===== src/rtl/input_port.sv =====
// Debounced, synchronized input register with a VALID/READ handshake and a sticky
// OVERRUN flag for accepted values that replace unread data.
module input_port #(
  parameter int REGSIZE  = 8,
  parameter int DEBOUNCE = 10_000
) (
  input  logic               CLK,
  input  logic               RESET,
  input  logic [REGSIZE-1:0] SWITCH,
  input  logic               READ,
  output logic [REGSIZE-1:0] IN,
  output logic               VALID,
  output logic               OVERRUN
);

  localparam int CNT_W = $clog2(DEBOUNCE);
  localparam logic [CNT_W-1:0] CNT_MAX = CNT_W'(DEBOUNCE - 1);

  typedef enum logic {
    IDLE     = 1'b0,
    SETTLING = 1'b1
  } state_t;

  state_t             state_q, state_d;
  logic [REGSIZE-1:0] sync1_q, sync1_d;
  logic [REGSIZE-1:0] sync2_q, sync2_d;
  logic [REGSIZE-1:0] cand_q, cand_d;
  logic [REGSIZE-1:0] stable_q, stable_d;
  logic [REGSIZE-1:0] in_q, in_d;
  logic [CNT_W-1:0]   cnt_q, cnt_d;
  logic               valid_q, valid_d;
  logic               overrun_q, overrun_d;
  logic               commit;

  always_ff @(posedge CLK or posedge RESET) begin
    if (RESET) begin
      state_q   <= IDLE;
      sync1_q   <= '0;
      sync2_q   <= '0;
      cand_q    <= '0;
      stable_q  <= '0;
      in_q      <= '0;
      cnt_q     <= '0;
      valid_q   <= 1'b0;
      overrun_q <= 1'b0;
    end else begin
      state_q   <= state_d;
      sync1_q   <= sync1_d;
      sync2_q   <= sync2_d;
      cand_q    <= cand_d;
      stable_q  <= stable_d;
      in_q      <= in_d;
      cnt_q     <= cnt_d;
      valid_q   <= valid_d;
      overrun_q <= overrun_d;
    end
  end

  always_comb begin
    state_d   = state_q;
    sync1_d   = SWITCH;
    sync2_d   = sync1_q;
    cand_d    = cand_q;
    stable_d  = stable_q;
    in_d      = in_q;
    cnt_d     = cnt_q;
    valid_d   = valid_q;
    overrun_d = overrun_q;
    commit    = 1'b0;

    // Any change of the synchronized input restarts the stability window.
    if (sync2_q != cand_q) begin
      cand_d  = sync2_q;
      cnt_d   = '0;
      state_d = SETTLING;
    end else if (state_q == SETTLING) begin
      if (cnt_q != CNT_MAX) begin
        cnt_d = cnt_q + CNT_W'(1);
      end else begin
        state_d = IDLE;
        cnt_d   = '0;
        commit  = (cand_q != stable_q);
      end
    end

    if (commit) begin
      stable_d = cand_q;
      in_d     = cand_q;
      // A READ coinciding with the commit consumes the old value, so no overrun.
      if (!valid_q) begin
        valid_d = 1'b1;
      end else if (!READ) begin
        overrun_d = 1'b1;
      end
    end else if (READ && valid_q) begin
      valid_d   = 1'b0;
      overrun_d = 1'b0;
    end
  end

  assign IN      = in_q;
  assign VALID   = valid_q;
  assign OVERRUN = overrun_q;

endmodule


===== config.mk =====
export PLATFORM = sky130hd
export DESIGN_NAME = input_port
export DESIGN_NICKNAME = d
export VERILOG_FILES = /design/src/rtl/input_port.sv
export SDC_FILE = /design/constraint.sdc
export NUM_CORES = 1
export LEC_CHECK = 0
export ABC_AREA = 0
export CORE_UTILIZATION = 50
export CTS_BUF_LIST = sky130_fd_sc_hd__clkbuf_4 sky130_fd_sc_hd__clkbuf_8
export DETAILED_ROUTE_END_ITERATION = 16
export GPL_ROUTABILITY_DRIVEN = 0
export PLACE_DENSITY_LB_ADDON = 0.15
export SETUP_SLACK_MARGIN = 0.02
export SLEW_MARGIN = 30
export SYNTH_ARGS = -nofsm -noshare
export SYNTH_HDL_FRONTEND = slang
export SYNTH_SLANG_ARGS = --single-unit

===== constraint.sdc =====
create_clock -name CLK -period 3.85 [get_ports CLK]
set_input_delay 0.385 -clock CLK [delete_from_list [all_inputs] [get_ports CLK]]
set_output_delay 0.385 -clock CLK [all_outputs]
set_load 0.005 [all_outputs]

==> Yosys cells after proc, flatten, opt, wreduce, memory -nomap -nowiden <==
Cells that the tools add are included.
{ "word_totals": {"reg_bits": 49, "input_bits": 11, "elab_cells": 32} }
{ "op_classes": {"n_addsub": 1, "eq_ne": 5, "n_mux": 14, "reduce_logical": 4} }
{ "ops": {"columns": ["cell", "count"], "rows": [
  ["14-bit 2-to-1 mux", 3],
  ["8-bit inequality test", 2],
  ["14-bit by 1-bit adder with 14-bit output, second input constant", 1],
  ["14-bit inequality test, second input constant", 1],
  ["1-bit 2-to-1 mux", 11],
  ["2-bit inequality test, second input constant", 2],
  ["2-bit nonzero test", 2],
  ["3-bit AND reduction", 1],
  ["1-bit logical AND", 1]
]} }

==> Depth between registers and ports, before layout <==
{ "logic_depth": {"ltp_word": 6, "ltp_mapped": 7} }

==> Worst setup path after synthesis <==
Ideal clock, no wire load.
{ "synth_path": {"path_type": "register to register", "from": "reg cnt_q[4]", "to": "reg in_q[0], in the netlist IN[0]", "setup_time_ns": 0.125, "t_arrival_ns": 2.109, "required_time_ns": 3.725, "path_slack_ns": 1.616, "stages_incl_launch_ff": 7, "path_buffers": 1, "path_cell_list": "dfrtp_1 -> or4b_1 -> or4_1 -> a21oi_1 -> and2_1 -> buf_6 -> mux2_2"} }
{ "synth_between": {"elab_chain_len": 4} }
{ "synth_rtl": {"columns": ["element", "line_no", "rtl"], "rows": [
  ["from (decl)", "30", "logic [CNT_W-1:0] cnt_q, cnt_d;"],
  ["from (signal assigned)", "53", "cnt_q <= cnt_d;"],
  ["14-bit inequality test", "77", "if (cnt_q != CNT_MAX) begin"],
  ["1-bit 2-to-1 mux", "77", null],
  ["1-bit 2-to-1 mux", "76", "end else if (state_q == SETTLING) begin"],
  ["1-bit 2-to-1 mux", "72", "if (sync2_q != cand_q) begin"],
  ["to (signal assigned)", "52", "in_q <= in_d;"],
  ["to (decl)", "29", "logic [REGSIZE-1:0] in_q, in_d;"]
]} }
Every way passes these cells.
A chain may end at the register's enable or synchronous reset.

==> Worst setup path after layout <==
{ "layout_path": {"from": "reg cnt_q[4]", "to": "reg in_q[2], in the netlist IN[2]"} }
Same word-level chain as after synthesis.

==> summary.md <==
| Metric | Value |
|---|---|
| RSZ-0062 raised after global routing | `false` |
| CTS tree | `yes` |
| Gr usage total | `0.193` |
| Worst vdd ir | `0.293 mV` |
| Num CTS Buffers | `5` |
| Arr. time, crit path | `approximately 2.7 ns` |
| Post-synthesis cell type count | `34` |
| Initial Util | `0.539` |
| Clock sink count | `49` |
| Avg Inst Size Synth | `around 11 um^2` |
| Reg2Reg Launch Point | `cnt_q[4]$_DFFE_PP0P_` |
| Fin. Hold Viols | `0` |
| Tcrit/Tclk final | `0.663` |
| First-pass GRT wire length | `between 6000 and 7000 um` |
| Setup CP Type | `flop to flop` |
| Rel. slew slack | `0.466` |
| Hold/Removal Path Class | `flop to flop` |
| Die Ht | `about 66 um` |
| Routed Antenna Nets | `0` |
| Worst Max-Slew Pin Slew | `0.800 ns` |
| Largest net degree at the start of global routing | `50` |
| Die area | `approximately 4400 um^2` |
| Worst skew pair latency | `around 0.30 ns` |
| Max-cap violations | `0` |
| Final Util | `0.619` |
| Critical Path Sink Type | `flop` |
| GRT Residual Overflow | `0` |
| Outcome | `completed` |
| H-tree depth | `2` |
| Syn_nets | `192` |
| Most common cell in the netlist | `dfrtp_1` |
| Die Width | `66.0 um` |
| Initial drt markers | `119` |
| #FFs+latches synth | `49` |
| WL per Instance | `about 15 um` |
| Ys flop type | `dfrtp_1` |
| # diodes | `0` |
| Vias in the first global route | `1,333` |
| Top post-synthesis cells by area | `dfrtp_1 (60%), mux2_2 (5.0%), xor2_1 (4.3%), a21oi_1 (3.4%), xnor2_1 (3.4%)` |
| Launch point of the critical path | `cnt_q[4]$_DFFE_PP0P_` |
| Residual DRC | `0` |
| P per Cell Area | `379 nW/um^2` |
| Hold Crit Start | `sync1_q[4]$_DFF_PP0_` |
| Drt via density | `5.66` |
| Post-synthesis sequential area ratio | `0.599` |
| Post-synth EDFFs | `0` |
| Leading area contributor after synthesis | `dfrtp_1` |
| Final setup viols | `0` |
| FMAX | `between 300 and 400 MHz` |
| Initial antenna violation count | `0` |
| Detail Placement HPWL | `2560 um` |
| Crit-path max FO | `9` |
| FP Rows | `22` |
| Mapped Cells | `180` |
| Clock Skew | `0.00758 ns` |
| Final WL | `around 3700 um` |
| PortBufs | `20` |
| Leak | `slightly below 0.001 uW` |
| Core Region | `3800 um^2` |
| Cts hold-fix bufs | `0` |
| Max Buffers Root-to-Sink | `2` |
| Yosys warning count | `0` |
| CTS root buf | `clkbuf_8` |
| DRT Pass-1 Iters | `4` |
| Nets | `a little over 200` |
| Critical path launch point type | `flop` |
| Post-synth top cells | `dfrtp_1 (49), a21oi_1 (14), clkbuf_1 (12)` |
| Setup Buffers After CTS | `0` |
| Share of layout cells above drive strength 1 | `0.124` |
| IO Pins | `21` |
| Mapped cell area | `2050 um^2` |
| Share of the synthesized area in the top cell type | `0.599` |
| Worst-path clk slew | `roughly 0.090 ns` |
| Synth async-reset ratio | `1.00` |
| Area delta synth->final | `14.8%` |
| # fillers | `slightly above 300` |
| Pins Over Slew Limit | `0` |
| Min cycle time layout | `approximately 2.6 ns` |
| Detailed-route via count | `1,370` |
| Setup TNS | `0 ns` |
| Cts repair resizes | `0` |
| Worst EP required | `4.04 ns` |
## logic make-up (layout without fill, tap and decap cells)
| kind of cell | after synthesis | in the layout | share of synthesized area |
|---|---|---|---|
| AOI/OAI and AO/OA | 29 | 29 | 0.0795 |
| xor gates and xnor gates | 18 | 18 | 0.0770 |
| adders and majority gates | 1 | 1 | 0.00611 |
| buffers and inverters | 18 | 32 | 0.0373 |
| DFF | 49 | 49 | 0.599 |
| muxes | 9 | 9 | 0.0495 |
| and+or+nand+nor | 56 | 56 | 0.152 |
## power breakdown
group	total (uW)	switching [uW]	internal, uW
clock	321	173	148
combinational	32.7	15.8	16.8
sequential	536	9.09	527
## critical path, stage by stage (launching register included)
cell and delay (ns):
dfrtp_1 0.42, or4b_1 0.55, or4_1 0.47, a21oi_1 0.20
and2_1 0.41, mux2_2 0.38
## layer usage
layer,vias to the layer above,global-route usage,part of all wire
li1,646,-,-
met1,669,0.262,0.47
met5,-,0,0
met4,0,0.0878,0.015
met3,9,0.0466,0.050
met2,46,0.292,0.46
## layout make-up
class,count,area [um^2],share of cell area
clock buffers,6,82.6,0.0351
flip-flops and latches,49,1230,0.522
clock inverters,2,16.3,0.00692
multi-input cells,113,744,0.317
well taps,48,60.1,0.0256
inverters,3,12.5,0.00532
repair buffers,21,208,0.0884
## sequential cells by signal (all words and copies together) (netlist names)
signal	cells
IN	8
OVERRUN	1
VALID	1
cand_q	8
cnt_q	14
state_q	1
sync1_q	8
sync2_q	8
## path summary, 6_finish.rpt
kind	cells past startpoint	slack [ns]	endpoint
worst max-delay path	5	1.30	IN[2]$_DFFE_PP0P_
worst min-delay path	0	0.35	sync2_q[4]$_DFF_PP0_
worst max register to register	5	1.30	IN[2]$_DFFE_PP0P_
worst min register to register	0	0.35	sync2_q[4]$_DFF_PP0_
max in group asynchronous	2	2.85	cand_q[6]$_DFFE_PP0N_
min in group asynchronous	2	0.52	sync1_q[0]$_DFF_PP0_
## cell usage in the layout (no fill, tap or decap), types with 4 or more instances in the layout
cell type	synthesis	final
or3_1	4	4
dfrtp_1	49	49
nand4_1	8	8
clkbuf_8	0	6
mux2_2	9	9
a21oi_1	14	14
nor4_1	4	4
nand3_1	4	4
clkdlybuf4s50_1	0	20
nand2_1	9	9
xnor2_1	8	8
xor2_1	10	10
nor2_1	10	10
o21ai_0	9	9
## stage by stage
stage               setup slack [ns]  area [um^2]  power (uW)  std cells  hold slack, ns
detailed placement              1.35         2250         580        234           0.335
floorplan                       1.62         2050         565        180           0.331
finish                          1.30         2350         890        242           0.350
global route                    1.18         2350         922        242           0.363
global placement                1.41         2250         579        234           0.333
CTS                             1.30         2350         895        242           0.356
Power figures use the tool's default switching activity.
==> variant 1 (config.mk and constraints unchanged) <==
Register the output `IN` once more, cleared by the reset; this adds one clock of latency there. The other outputs are not delayed to match.
--- a/src/rtl/input_port.sv
+++ b/src/rtl/input_port.sv
@@ -98,7 +98,13 @@
     end
   end
 
-  assign IN      = in_q;
+  always_ff @(posedge CLK or posedge RESET) begin
+    if (RESET) begin
+      IN <= '0;
+    end else begin
+      IN <= in_q;
+    end
+  end
   assign VALID   = valid_q;
   assign OVERRUN = overrun_q;
 
Check against the original RTL: same outputs for any inputs over 10 cycles, from zero or initial values and one cycle with RESET high; that may be too few to reach the edited logic, so the function may still have changed.
==> variant 1 against the unedited design <==
Wire length is 4.3% higher; area after synthesis is 8.9% higher; total power is 28% higher; worst setup slack better by 0.0080 ns; count of clock-buffer cells in the layout is 5 higher; cell area is 12% higher; maximum frequency is 0.32% higher; sequential cell count is 8 higher; via count is 4.2% higher.
==> variant 1: results (changes against the unedited design) <==
- Outcome: complete, no violations
- Vias in the first global route: 1483 (+11%)
- Multi-input combinational area share: 28.4% (-3.3 points)
- Routed WL: 3.86 mm (+4.3%)
- Compound-Gate Fraction of Synth Area: 5.17% (-2.8 points)
- Register Area: 1430 um^2 (+16%)
- Non-clk invs: 4 (+1)
- Met2 GRT Util: 30.4% (+1.2 points)
- Post-Synthesis Cells: 184 (+2.2%)
- Library cells used by synthesis: 29 (-15%)
- DRT iter0 DRCs: 79 (-34%)
- Most instantiated cells after synthesis: 57 x dfrtp_1, 13 x nor2_1, 12 x a21oi_1, 12 x nand2_1, 11 x xor2_1
- Synth Net Count: 196 (+2.1%)
- Worst skew pair latency: 0.33 ns (+0.03 ns)
- Num CTS Buffers: 9 (+4)
- Max IR drop VDD: 0.364 mV (+24%)
- Met1 Use GR: 25.0% (-1.2 points)
- Metal-1 WL: 1.79 mm (+2.2%)
- Filler instances: 347 (+14%)
- Buffering overhead: 7.88% (-0.96 points)
- Clock skew: 0.00582 ns (-0.00176 ns)
- Post-synthesis mux area share: 4.55% (-0.40 points)
- XOR/XNOR Fraction of Synth Area: 7.47% (-0.23 points)
- Clock buf count: 11 (+5)
- Placed cells: 245 (+4.7%)
- Avg WL per Cell: 14.8 um (-3.3%)
- Post-synthesis sequential area ratio: 64.0% (+4.1 points)
- Post-synthesis adder-cell area fraction: 0.561% (-0.050 points)
- Initial Utilization: 53.8% (-0.11 points)
- Worst EP arrival: 2.76 ns (+0.02 ns)
- Fraction of layout cells with a size suffix above 1: 15.2% (+2.8 points)
- Final #Nets: 218 (+6.3%)
- CTS H-Tree Depth: 3 (+1)
- WL met2: 1.83 mm (+7.0%)
variant 1: changes by cell type after synthesis, sizes merged, moves of 3 or more:
cell    unedited run  this run
nor2              10        13
nand2              9        13
clkbuf            13         9
dfrtp             49        57
nand3              4         7
variant 1: final timing paths:
| path | startpoint | endpoint | slack, ns |
|---|---|---|---|
| min in group asynchronous | RESET | IN[5] | 0.51 |
| max reg2reg | cand_q[0] | in_q[1] | 1.30 |
| min reg2reg | sync1_q[0] | sync2_q[0] | 0.35 |
| max in group asynchronous | RESET | sync1_q[3] | 2.58 |
| min | sync1_q[0] | sync2_q[0] | 0.35 |
| max | cand_q[0] | in_q[1] | 1.30 |
variant 1: logic make-up after synthesis:
kind of cell / after synthesis
flip-flops: 57
adder cells (fa/ha/maj): 1
multiplexers: 9
XOR/XNOR: 19
AO/OA/AOI/OAI: 22
AND/OR/NAND/NOR: 62
buffers and inverters: 14
variant 1: worst max-delay path: stages (launching register included):
cell	delay [ns]
dfrtp_1	0.42
xor2_1	0.18
nor4_1	0.42
nand2_1	0.46
nor3_4	0.55
mux2_2	0.40
variant 1: power by group through the flow:
stage               sequential, W  combinational, W  clock, W
floorplan                0.000630         0.0000214         0
global placement         0.000631         0.0000350         0
detailed placement       0.000632         0.0000353         0
CTS                      0.000621         0.0000356  0.000493
global route             0.000622         0.0000397  0.000518
finish                   0.000621         0.0000341  0.000481
variant 1: per-stage QoR:
stage          setup WS (ns)  utilization [%]  power [W]  cell area (um^2)
6_report                1.30             63.6    0.00114              2640
2_1_floorplan           1.86                -   0.000651              2230
3_3_place_gp            1.34             59.4   0.000666              2460
4_1_cts                 1.21             63.6    0.00115              2640
5_1_grt                 1.03             63.6    0.00118              2640
3_5_place_dp            1.26             59.4   0.000667              2460
==> variant 2 (same settings) <==
Made on the original files. Change the parameter `DEBOUNCE` from 10_000 to 20_000.
--- a/src/rtl/input_port.sv
+++ b/src/rtl/input_port.sv
@@ -2,7 +2,7 @@
 // OVERRUN flag for accepted values that replace unread data.
 module input_port #(
   parameter int REGSIZE  = 8,
-  parameter int DEBOUNCE = 10_000
+  parameter int DEBOUNCE = 20_000
 ) (
   input  logic               CLK,
   input  logic               RESET,
Function: no difference found for any inputs over 10 cycles, from zero or initial values and one cycle with RESET high; that may be too few to reach the edited logic, so the function may still have changed.
==> variant 2 against the unedited design <==
Cell area is 5.1% higher; clock skew grew 0.0066 ns; worst setup slack worse by 0.056 ns; sequential cell count increased by 1; synthesized cell count fell by 0.56%; highest routed layer unchanged; die area rose by 2.6%; count of clock-buffer cells in the layout shrank 1; wire length up 0.38%; critical path type unchanged; non-clock buffer count is the same; area after synthesis is 2.7% higher; total power is 14% higher.
==> variant 2: results (changes against the unedited design) <==
- Largest register FFs: 15 (+1)
- Crit path largest cell delay: 0.57 ns (+0.02 ns)
- Outcome: complete, no violations
- Clock skew: 0.0141 ns (+0.00655 ns)
- Final #Nets: 208 (+1.5%)
- Clock power frac: 42.8% (+6.7 points)
- Slowest CP cell: or4b_4
- R2r setup slk: 1.24 ns (-0.06 ns)
- CTS H-Tree Depth: 2 (unchanged)
- Most instantiated cells after synthesis: 50 x dfrtp_1, 19 x xor2_1, 15 x nor2_1, 13 x nand2_1, 10 x clkbuf_1
- Resized cells post-CTS: 0 (unchanged)
- Vias in the first global route: 1363 (+2.3%)
- Leakage: 1.05 nW (+7.2%)
- Routed WL: 3.72 mm (+0.38%)
- Post-synthesis sequential area ratio: 59.5% (-0.38 points)
- Max IR drop VDD: 0.243 mV (-17%)
- DRT iter0 DRCs: 93 (-22%)
- Vias/cell: 5.53 (-2.2%)
- Worst hold margin: 0.352 ns (+0.00223 ns)
- Power after layout: 0.00102 W (+14%)
- HPWL Detailed: 2.57 mm (+0.61%)
- First-pass GRT wire length: 6.32 mm (+2.1%)
- Sequential share of power: 53.8% (-6.5 points)
- Total GRT Usage: 19.8% (+0.48 points)
- Area of placed instances: 2330 um^2 (+3.4%)
- Switching Power: 0.000202 W (+2.1%)
- Worst EP arrival: 2.79 ns (+0.05 ns)
## variant 2: cell count changes after synthesis, sizes merged, moves of 3 or more
cell / delta
nand2: +4
xnor2: -6
nand4: -4
xor2: +9
or3: -3
nor4: +5
a21oi: -5
nor2: +5
clkbuf: -3
## variant 2: path summary, 6_finish.rpt
check / startpoint / end / cells past startpoint
max reg2reg: cnt_q[5] / IN[4] / 5
min reg2reg: sync1_q[5] / sync2_q[5] / 0
min in group asynchronous: RESET / cnt_q[3] / 2
max in group asynchronous: RESET / cand_q[5] / 2
max: cnt_q[5] / IN[4] / 5
min: sync1_q[5] / sync2_q[5] / 0
## variant 2: logic make-up after synthesis
group,synth area share [%]
AND/OR/NAND/NOR,16.4
XOR/XNOR,8.75
AO/OA/AOI/OAI,5.42
flip-flops,59.5
adder cells (fa/ha/maj),0.595
multiplexers,6.25
buffers and inverters,3.04
## variant 2: per-layer routing
layer | track usage, % | up-vias | part of all wire (%)
met5 | 0 | - | 0
met4 | 9.84 | 0 | 2.4
met3 | 5.14 | 9 | 2.9
met2 | 33.2 | 22 | 52
met1 | 23.2 | 687 | 43
li1 | - | 649 | -
## variant 2: stage by stage
step / std cells / setup slack [ns] / utilization, %
after floorplan: 179 / 1.48 / -
after global placement: 239 / 1.33 / 57.7
after detailed placement: 239 / 1.27 / 57.7
after CTS: 247 / 1.25 / 61.1
after global routing: 247 / 1.15 / 61.3
final: 247 / 1.24 / 61.3
## variant 2: cell type report
class                   count  area, um^2
repair buffers             21         208
multi-input cells         114         793
inverters                   4        17.5
flip-flops and latches     50        1250
clock buffers               5        68.8
clock inverters             3        68.8
fillers                   332        1560
well taps                  50        62.6
